--- src/rtl/dram_lsu_pkg.sv ---
// Shared definitions for the DRAM load/store unit: access size encodings,
// FSM state encoding, data RAM address width and the alignment check.
package dram_lsu_pkg;

   localparam int RAM_AW = 16;

   typedef enum logic [1:0] {
      SZ_BYTE = 2'b00,
      SZ_HALF = 2'b01,
      SZ_WORD = 2'b10,
      SZ_RSVD = 2'b11
   } size_t;

   typedef enum logic [1:0] {
      ST_IDLE   = 2'b00,
      ST_ACCESS = 2'b01,
      ST_WRITE  = 2'b10,
      ST_RESP   = 2'b11
   } state_t;

   // True for a misaligned half/word or the reserved size.
   function automatic logic access_err(input size_t size, input logic [1:0] lo);
      logic err;
      case (size)
         SZ_BYTE: err = 1'b0;
         SZ_HALF: err = lo[0];
         SZ_WORD: err = (lo != 2'b00);
         default: err = 1'b1;
      endcase
      access_err = err;
   endfunction

endpackage

--- src/rtl/dram_lsu_if.sv ---
// Pipeline-side request/response bundle of the load/store unit.
//   master : pipeline (drives request, accepts response)
//   slave  : dram_lsu (accepts request, drives response)
interface dram_lsu_if;

   logic        req_valid;
   logic        req_ready;
   logic        req_we;
   logic [1:0]  req_size;
   logic        req_signed;
   logic [31:0] req_addr;
   logic [31:0] req_wdata;
   logic        resp_valid;
   logic        resp_ready;
   logic [31:0] resp_rdata;
   logic        resp_err;

   modport master (
      output req_valid, req_we, req_size, req_signed, req_addr, req_wdata, resp_ready,
      input  req_ready, resp_valid, resp_rdata, resp_err
   );

   modport slave (
      input  req_valid, req_we, req_size, req_signed, req_addr, req_wdata, resp_ready,
      output req_ready, resp_valid, resp_rdata, resp_err
   );

endinterface

--- src/rtl/dram_lsu_lane_align.sv ---
// Combinational lane logic for the load/store unit.
//   size/lane  : access size and byte offset within the word
//   sgn        : sign-extend loads when 1
//   rdata      : word read from the data RAM
//   wdata      : right-justified store data
//   load_data  : extracted and extended load value
//   merged     : rdata with the store lane replaced by wdata
module lsu_lane_align
   import dram_lsu_pkg::*;
(
   input  size_t       size,
   input  logic        sgn,
   input  logic [1:0]  lane,
   input  logic [31:0] rdata,
   input  logic [31:0] wdata,
   output logic [31:0] load_data,
   output logic [31:0] merged
);

   logic [7:0]  byte_sel;
   logic [15:0] half_sel;

   always_comb begin
      byte_sel  = rdata[{lane, 3'b000} +: 8];
      half_sel  = rdata[{lane[1], 4'b0000} +: 16];
      load_data = rdata;
      merged    = rdata;
      case (size)
         SZ_BYTE: begin
            load_data = {{24{sgn & byte_sel[7]}}, byte_sel};
            merged[{lane, 3'b000} +: 8] = wdata[7:0];
         end
         SZ_HALF: begin
            load_data = {{16{sgn & half_sel[15]}}, half_sel};
            merged[{lane[1], 4'b0000} +: 16] = wdata[15:0];
         end
         default: begin
            load_data = rdata;
            merged    = wdata;
         end
      endcase
   end

endmodule

--- src/rtl/dram_lsu.sv ---
// Load/store unit between the pipeline and a word-wide data RAM.
//   clk, rst_n : clock, asynchronous active-low reset
//   lsu        : request/response bundle (slave side)
//   ram_addr   : word index, captured addr[17:2]
//   ram_wdata  : word to write
//   ram_wen    : write enable (RAM writes on the falling edge)
//   ram_rdata  : combinational read data for ram_addr
//
// state     | meaning
// ----------+-----------------------------------------------------------
// ST_IDLE   | ready for a request
// ST_ACCESS | RAM word read; load extracted, word store written,
//           | sub-word store merged
// ST_WRITE  | merged word written back (byte/half store)
// ST_RESP   | response held until resp_ready
module dram_lsu
   import dram_lsu_pkg::*;
(
   input  logic              clk,
   input  logic              rst_n,
   dram_lsu_if.slave         lsu,
   output logic [RAM_AW-1:0] ram_addr,
   output logic [31:0]       ram_wdata,
   output logic              ram_wen,
   input  logic [31:0]       ram_rdata
);

   state_t      state_q, state_d;
   logic        cap_we;
   size_t       cap_size;
   logic        cap_sgn;
   logic [17:0] cap_addr;
   logic [31:0] cap_wdata;
   logic [31:0] merge_q;
   logic [31:0] rdata_q;
   logic        err_q;

   logic        accept;
   logic        req_err;
   logic        word_store;
   logic [31:0] load_data;
   logic [31:0] merged;

   assign accept     = (state_q == ST_IDLE) && lsu.req_valid;
   assign req_err    = access_err(size_t'(lsu.req_size), lsu.req_addr[1:0]);
   assign word_store = cap_we && (cap_size == SZ_WORD);

   lsu_lane_align u_align (
      .size      (cap_size),
      .sgn       (cap_sgn),
      .lane      (cap_addr[1:0]),
      .rdata     (ram_rdata),
      .wdata     (cap_wdata),
      .load_data (load_data),
      .merged    (merged)
   );

   always_ff @(posedge clk or negedge rst_n) begin
      if (!rst_n) begin
         state_q <= ST_IDLE;
      end else begin
         state_q <= state_d;
      end
   end

   always_comb begin
      state_d = state_q;
      case (state_q)
         ST_IDLE:   if (lsu.req_valid) state_d = req_err ? ST_RESP : ST_ACCESS;
         ST_ACCESS: state_d = (cap_we && !word_store) ? ST_WRITE : ST_RESP;
         ST_WRITE:  state_d = ST_RESP;
         ST_RESP:   if (lsu.resp_ready) state_d = ST_IDLE;
         default:   state_d = ST_IDLE;
      endcase
   end

   always_ff @(posedge clk or negedge rst_n) begin
      if (!rst_n) begin
         cap_we    <= 1'b0;
         cap_size  <= SZ_BYTE;
         cap_sgn   <= 1'b0;
         cap_addr  <= '0;
         cap_wdata <= '0;
         merge_q   <= '0;
         rdata_q   <= '0;
         err_q     <= 1'b0;
      end else begin
         if (accept) begin
            cap_we    <= lsu.req_we;
            cap_size  <= size_t'(lsu.req_size);
            cap_sgn   <= lsu.req_signed;
            cap_addr  <= lsu.req_addr[17:0];
            cap_wdata <= lsu.req_wdata;
            rdata_q   <= '0;
            err_q     <= req_err;
         end
         if (state_q == ST_ACCESS) begin
            if (!cap_we) begin
               rdata_q <= load_data;
            end else if (word_store) begin
               // keep ram_wdata at the last written word once ACCESS ends
               merge_q <= cap_wdata;
            end else begin
               merge_q <= merged;
            end
         end
      end
   end

   assign ram_addr  = cap_addr[17:2];
   assign ram_wen   = ((state_q == ST_ACCESS) && word_store) || (state_q == ST_WRITE);
   assign ram_wdata = ((state_q == ST_ACCESS) && word_store) ? cap_wdata : merge_q;

   assign lsu.req_ready  = (state_q == ST_IDLE);
   assign lsu.resp_valid = (state_q == ST_RESP);
   assign lsu.resp_rdata = rdata_q;
   assign lsu.resp_err   = err_q;

endmodule

--- src/flat_wrapper.sv ---
// flat-port wrapper written by rule: the top's interface ports become plain ports
module dram_lsu_flat import dram_lsu_pkg::*;
  (clk, rst_n, ram_addr, ram_wdata, ram_wen, ram_rdata, lsu_req_valid, lsu_req_we, lsu_req_size, lsu_req_signed, lsu_req_addr, lsu_req_wdata, lsu_resp_ready, lsu_req_ready, lsu_resp_valid, lsu_resp_rdata, lsu_resp_err);
  dram_lsu_if lsu_i ();
  input  logic clk;
  input  logic rst_n;
  output logic [RAM_AW-1:0] ram_addr;
  output logic [31:0] ram_wdata;
  output logic ram_wen;
  input  logic [31:0] ram_rdata;
  input wire logic [$bits(lsu_i.req_valid)-1:0] lsu_req_valid;
  input wire logic [$bits(lsu_i.req_we)-1:0] lsu_req_we;
  input wire logic [$bits(lsu_i.req_size)-1:0] lsu_req_size;
  input wire logic [$bits(lsu_i.req_signed)-1:0] lsu_req_signed;
  input wire logic [$bits(lsu_i.req_addr)-1:0] lsu_req_addr;
  input wire logic [$bits(lsu_i.req_wdata)-1:0] lsu_req_wdata;
  input wire logic [$bits(lsu_i.resp_ready)-1:0] lsu_resp_ready;
  output wire logic [$bits(lsu_i.req_ready)-1:0] lsu_req_ready;
  output wire logic [$bits(lsu_i.resp_valid)-1:0] lsu_resp_valid;
  output wire logic [$bits(lsu_i.resp_rdata)-1:0] lsu_resp_rdata;
  output wire logic [$bits(lsu_i.resp_err)-1:0] lsu_resp_err;
  assign lsu_i.req_valid = lsu_req_valid;
  assign lsu_i.req_we = lsu_req_we;
  assign lsu_i.req_size = lsu_req_size;
  assign lsu_i.req_signed = lsu_req_signed;
  assign lsu_i.req_addr = lsu_req_addr;
  assign lsu_i.req_wdata = lsu_req_wdata;
  assign lsu_i.resp_ready = lsu_resp_ready;
  assign lsu_req_ready = lsu_i.req_ready;
  assign lsu_resp_valid = lsu_i.resp_valid;
  assign lsu_resp_rdata = lsu_i.resp_rdata;
  assign lsu_resp_err = lsu_i.resp_err;
  dram_lsu u_core (.clk(clk), .rst_n(rst_n), .lsu(lsu_i), .ram_addr(ram_addr), .ram_wdata(ram_wdata), .ram_wen(ram_wen), .ram_rdata(ram_rdata));
endmodule
--- config.mk ---
export PLATFORM = sky130hd
export DESIGN_NAME = dram_lsu_flat
export DESIGN_NICKNAME = d
export VERILOG_FILES = /design/src/rtl/dram_lsu_pkg.sv /design/src/rtl/dram_lsu_if.sv /design/src/rtl/dram_lsu_lane_align.sv /design/src/rtl/dram_lsu.sv /design/src/flat_wrapper.sv
export SDC_FILE = /design/constraint.sdc
export NUM_CORES = 1
export LEC_CHECK = 0
export ABC_AREA = 1
export CORE_MARGIN = 2
export CORE_UTILIZATION = 50
export CTS_CLUSTER_SIZE = 8
export DETAILED_ROUTE_END_ITERATION = 6
export PLACE_DENSITY = 0.81
export SYNTH_ARGS = -nofsm -noshare
export SYNTH_HDL_FRONTEND = slang
export SYNTH_SLANG_ARGS = --single-unit
--- constraint.sdc ---
create_clock -name clk -period 2.3 [get_ports clk]
set_clock_uncertainty 0.05 [all_clocks]
set_input_delay 0.345 -clock clk [delete_from_list [all_inputs] [get_ports clk]]
set_output_delay 0.345 -clock clk [all_outputs]
set_load 0.005 [all_outputs]
==> metrics.md <==
| Metric | Value |
|---|---|
| Post-Syn Instances | about 1,100 |
| Worst R2R Start | u_core.cap_addr[1]$_DFFE_PN0P_ |
| Later-pin clock latency in the skew report | between 400 and 500 ps |
| Placed wire-length estimate | roughly 16,000 microns |
| Via count | ~7,600 |
| Max Cap Viol | 0 |
| Vias in the first global route | just over 7,000 |
| Number of synthesized flops with an enable pin | 0 |
| GP Congestion | between 0.9 and 1 |
| Syn-to-layout area delta | 36.2% |
| Max Clock Freq | roughly 0.42 GHz |
| Nets | approximately 1,300 |
| Overall Power | 14.2 mW |
| Critical Path Start | u_core.state_q[1]$_DFFE_PN0P_ |
| Filler cell count | roughly 1,100 |
| Clock sinks | 121 |
| Register area share after synthesis | 40.1% |
| DRC errors left | 0 |
| Clk root buf | clkbuf_16 |
| Final Cycle Share | 104% |
| Synth Cell Area | ~7600 sq um |
| Status | complete, but fails checks |
| DRT Pass-1 Iters | 6 |
| Worst setup path end | ram_wdata[21] |
| GRT Util Overall | between 20 and 30% |
| Total nets after synthesis | roughly 1,200 |
| Initial antenna violation count | 1 |
| Top cells by area, synth | dfrtp_1 (40%), nand2_1 (15%), a21oi_1 (8.8%), inv_1 (7.1%), o21ai_0 (5.9%) |
| Hold Crit Class | in2async |
| Commonest cells in the synthesized netlist | nand2_1 (307), inv_1 (142), a21oi_1 (133), dfrtp_1 (121), o21ai_0 (89) |
| Maximum VDD drop | 0.815 mV |
| CTS tree | built |
| Antenna-violating nets left | 0 |
| Row cnt | 44 |
| DR iter-0 viols | approximately 770 |
| Post-synthesis cell type with the largest combined area | dfrtp_1 |
| Placeable Area | 14,600 sq um |
| Most frequent cell after synthesis | nand2_1 |
| Crit end category | output port |
| Pin count of the biggest net entering global routing | between 80 and 90 |
| Die Y | 127 microns |
| Clock-pin slew on the worst setup and hold paths | ~50 ps |
| Fin util | 70.2% |
| Top-Level Pins | 188 |
| Initial Utilization | approximately half |
| Distinct cells, synth | 33 |
| P per Cell Area | 1380 nW/um^2 |
| Syn_area_per_cell | 7.16 sq um |
| Share of layout cells above drive strength 1 | between 10% and 20% |
| Yosys top cell area share | 40.1% |
| Synth warnings | 0 |
| First-pass GRT wire length | between 30,000 and 40,000 microns |
| P_leak | around 5.2 nW |
| Critical Path AT | roughly 2000 ps |
| Overall routed net length | roughly 24,000 microns |
| CTS max path bufs | 2 |
| Final Worst Setup Slack | -96.4 ps |
| R2R depth | 11 |
| Worst-Margin Slew | approximately 730 ps |
| Vias per Instance | 5.42 |
| Min Tclk post-route | between 2000 and 2500 ps |
| Setup TNS | -932 ps |
| Critical path type | reg2out |
| Worst reg2reg path endpoint | u_core.merge_q[9]$_DFFE_PN0P_ |
| DIE WIDTH | ~130 microns |
| CP required | around 1900 ps |
| H-tree depth | 4 |
| Max transition margin | between 50% and 60% |
| CP max FO | 8 |
| GRT overflow | 0 |
| RSZ-0062 raised after global routing | true |
| Most used DFF post-synth | dfrtp_1 |
| Yosys reg bits | 121 |
| Setup violations, final | 18 |
| CTS buffer count | 17 |
| Avg WL per Cell | around 17 microns |
| Failing checks | setup timing |
| Ant. Diodes | 0 |
| Die ar. | 16,100 sq um |
| R2R Setup Slk | around 180 ps |
| Final Hold Vio Count | 0 |
| Fin. max-slew vios | 0 |
| CP startpoint kind | register |
| Async set-reset flop share out of synthesis | between 90% and 100% |
| Number of port buffers | about 170 |
[critical path: stages, from the launching register on]
cell	delay (ps)
dfrtp_1	390
inv_2	80
ha_4	130
nand4_1	150
buf_6	180
buf_6	130
buf_16	150
buf_6	120
nor2_4	80
a21oi_2	40
buf_2	120
[metrics by stage]
stage | worst slack [ps] | std cells | hold WS [ps] | cell area [sq um]
floorplan | 492 | 1055 | -0.591 | 7550
global placement | 104 | 1361 | 290 | 9350
detailed placement | 4.02 | 1361 | 286 | 9350
CTS | -64.5 | 1407 | 389 | 10100
global route | -163 | 1412 | 423 | 10300
finish | -96.4 | 1412 | 385 | 10300
[worst min path at each step]
stage,start,to,cells after the start
after floorplan,rst_n,u_core.cap_addr[0]$_DFFE_PN0P_,0
after global placement,rst_n,u_core.cap_addr[16]$_DFFE_PN0P_,1
after detailed placement,rst_n,u_core.cap_addr[16]$_DFFE_PN0P_,1
after CTS,rst_n,u_core.lsu.resp_rdata[20]$_DFF_PN0_,2
after global routing,rst_n,u_core.lsu.resp_rdata[20]$_DFF_PN0_,2
final,rst_n,u_core.cap_addr[16]$_DFFE_PN0P_,2
[flip-flops by register name, indices dropped and copies added (netlist names)]
register               count
u_core.cap_addr           18
u_core.cap_sgn             1
u_core.cap_size            2
u_core.cap_wdata          32
u_core.cap_we              1
u_core.lsu.resp_err        1
u_core.lsu.resp_rdata     32
u_core.merge_q            32
u_core.state_q             2
[final cells by class]
cell class	count	area, sq um	share of cell area [%]
multi-input cells	710	3670	35.7
repair buffers	214	2170	21.1
inverters	151	574	5.58
flip-flops and latches	121	3030	29.5
clock buffers	19	443	4.31
well taps	184	230	2.24
clock inverters	13	170	1.65
[cell usage in the layout, fill, tap and decap left out, types with 21 or more instances in the layout]
master,instances
buf_4,21
dfrtp_1,119
nor2_1,28
mux2_2,33
nand3_1,70
o21ai_0,81
a21oi_1,125
inv_1,140
nand2_1,303
clkdlybuf4s50_1,139
[logic make-up after synthesis]
kind of cell	Yosys count	synth area share, %
adders and majority gates	9	1.49
DFF	121	40.1
buffers and inverters	224	13.6
muxes	33	4.92
and+or+nand+nor	427	23.2
AOI/OAI and AO/OA	241	16.7
[report_power, final]
part	total, mW	switching, mW	internal, mW
combinational	7.52	4.19	3.33
clock	2.76	1.02	1.74
sequential	3.95	0.777	3.17
[routing by layer]
metal  global-route usage [%]  part of all wire (%)
met4                     11.8                   3.1
met5                        0                     0
met3                     5.86                   8.2
met2                     46.5                    47
met1                     41.4                    42
[what timing repair did]
| item | CTS | global route |
|---|---|---|
| setup endpoints to repair | 33 | 33 |
| gates resized for setup | 115 | 34 |
| cloned | 3 | 1 |
| hold endpoints to repair | 33 | 0 |
| buffers inserted | 10 | 4 |
| pin swaps | 1 | 0 |
| hold buffers | 1 | 0 |
Power figures use the tool's default switching activity.
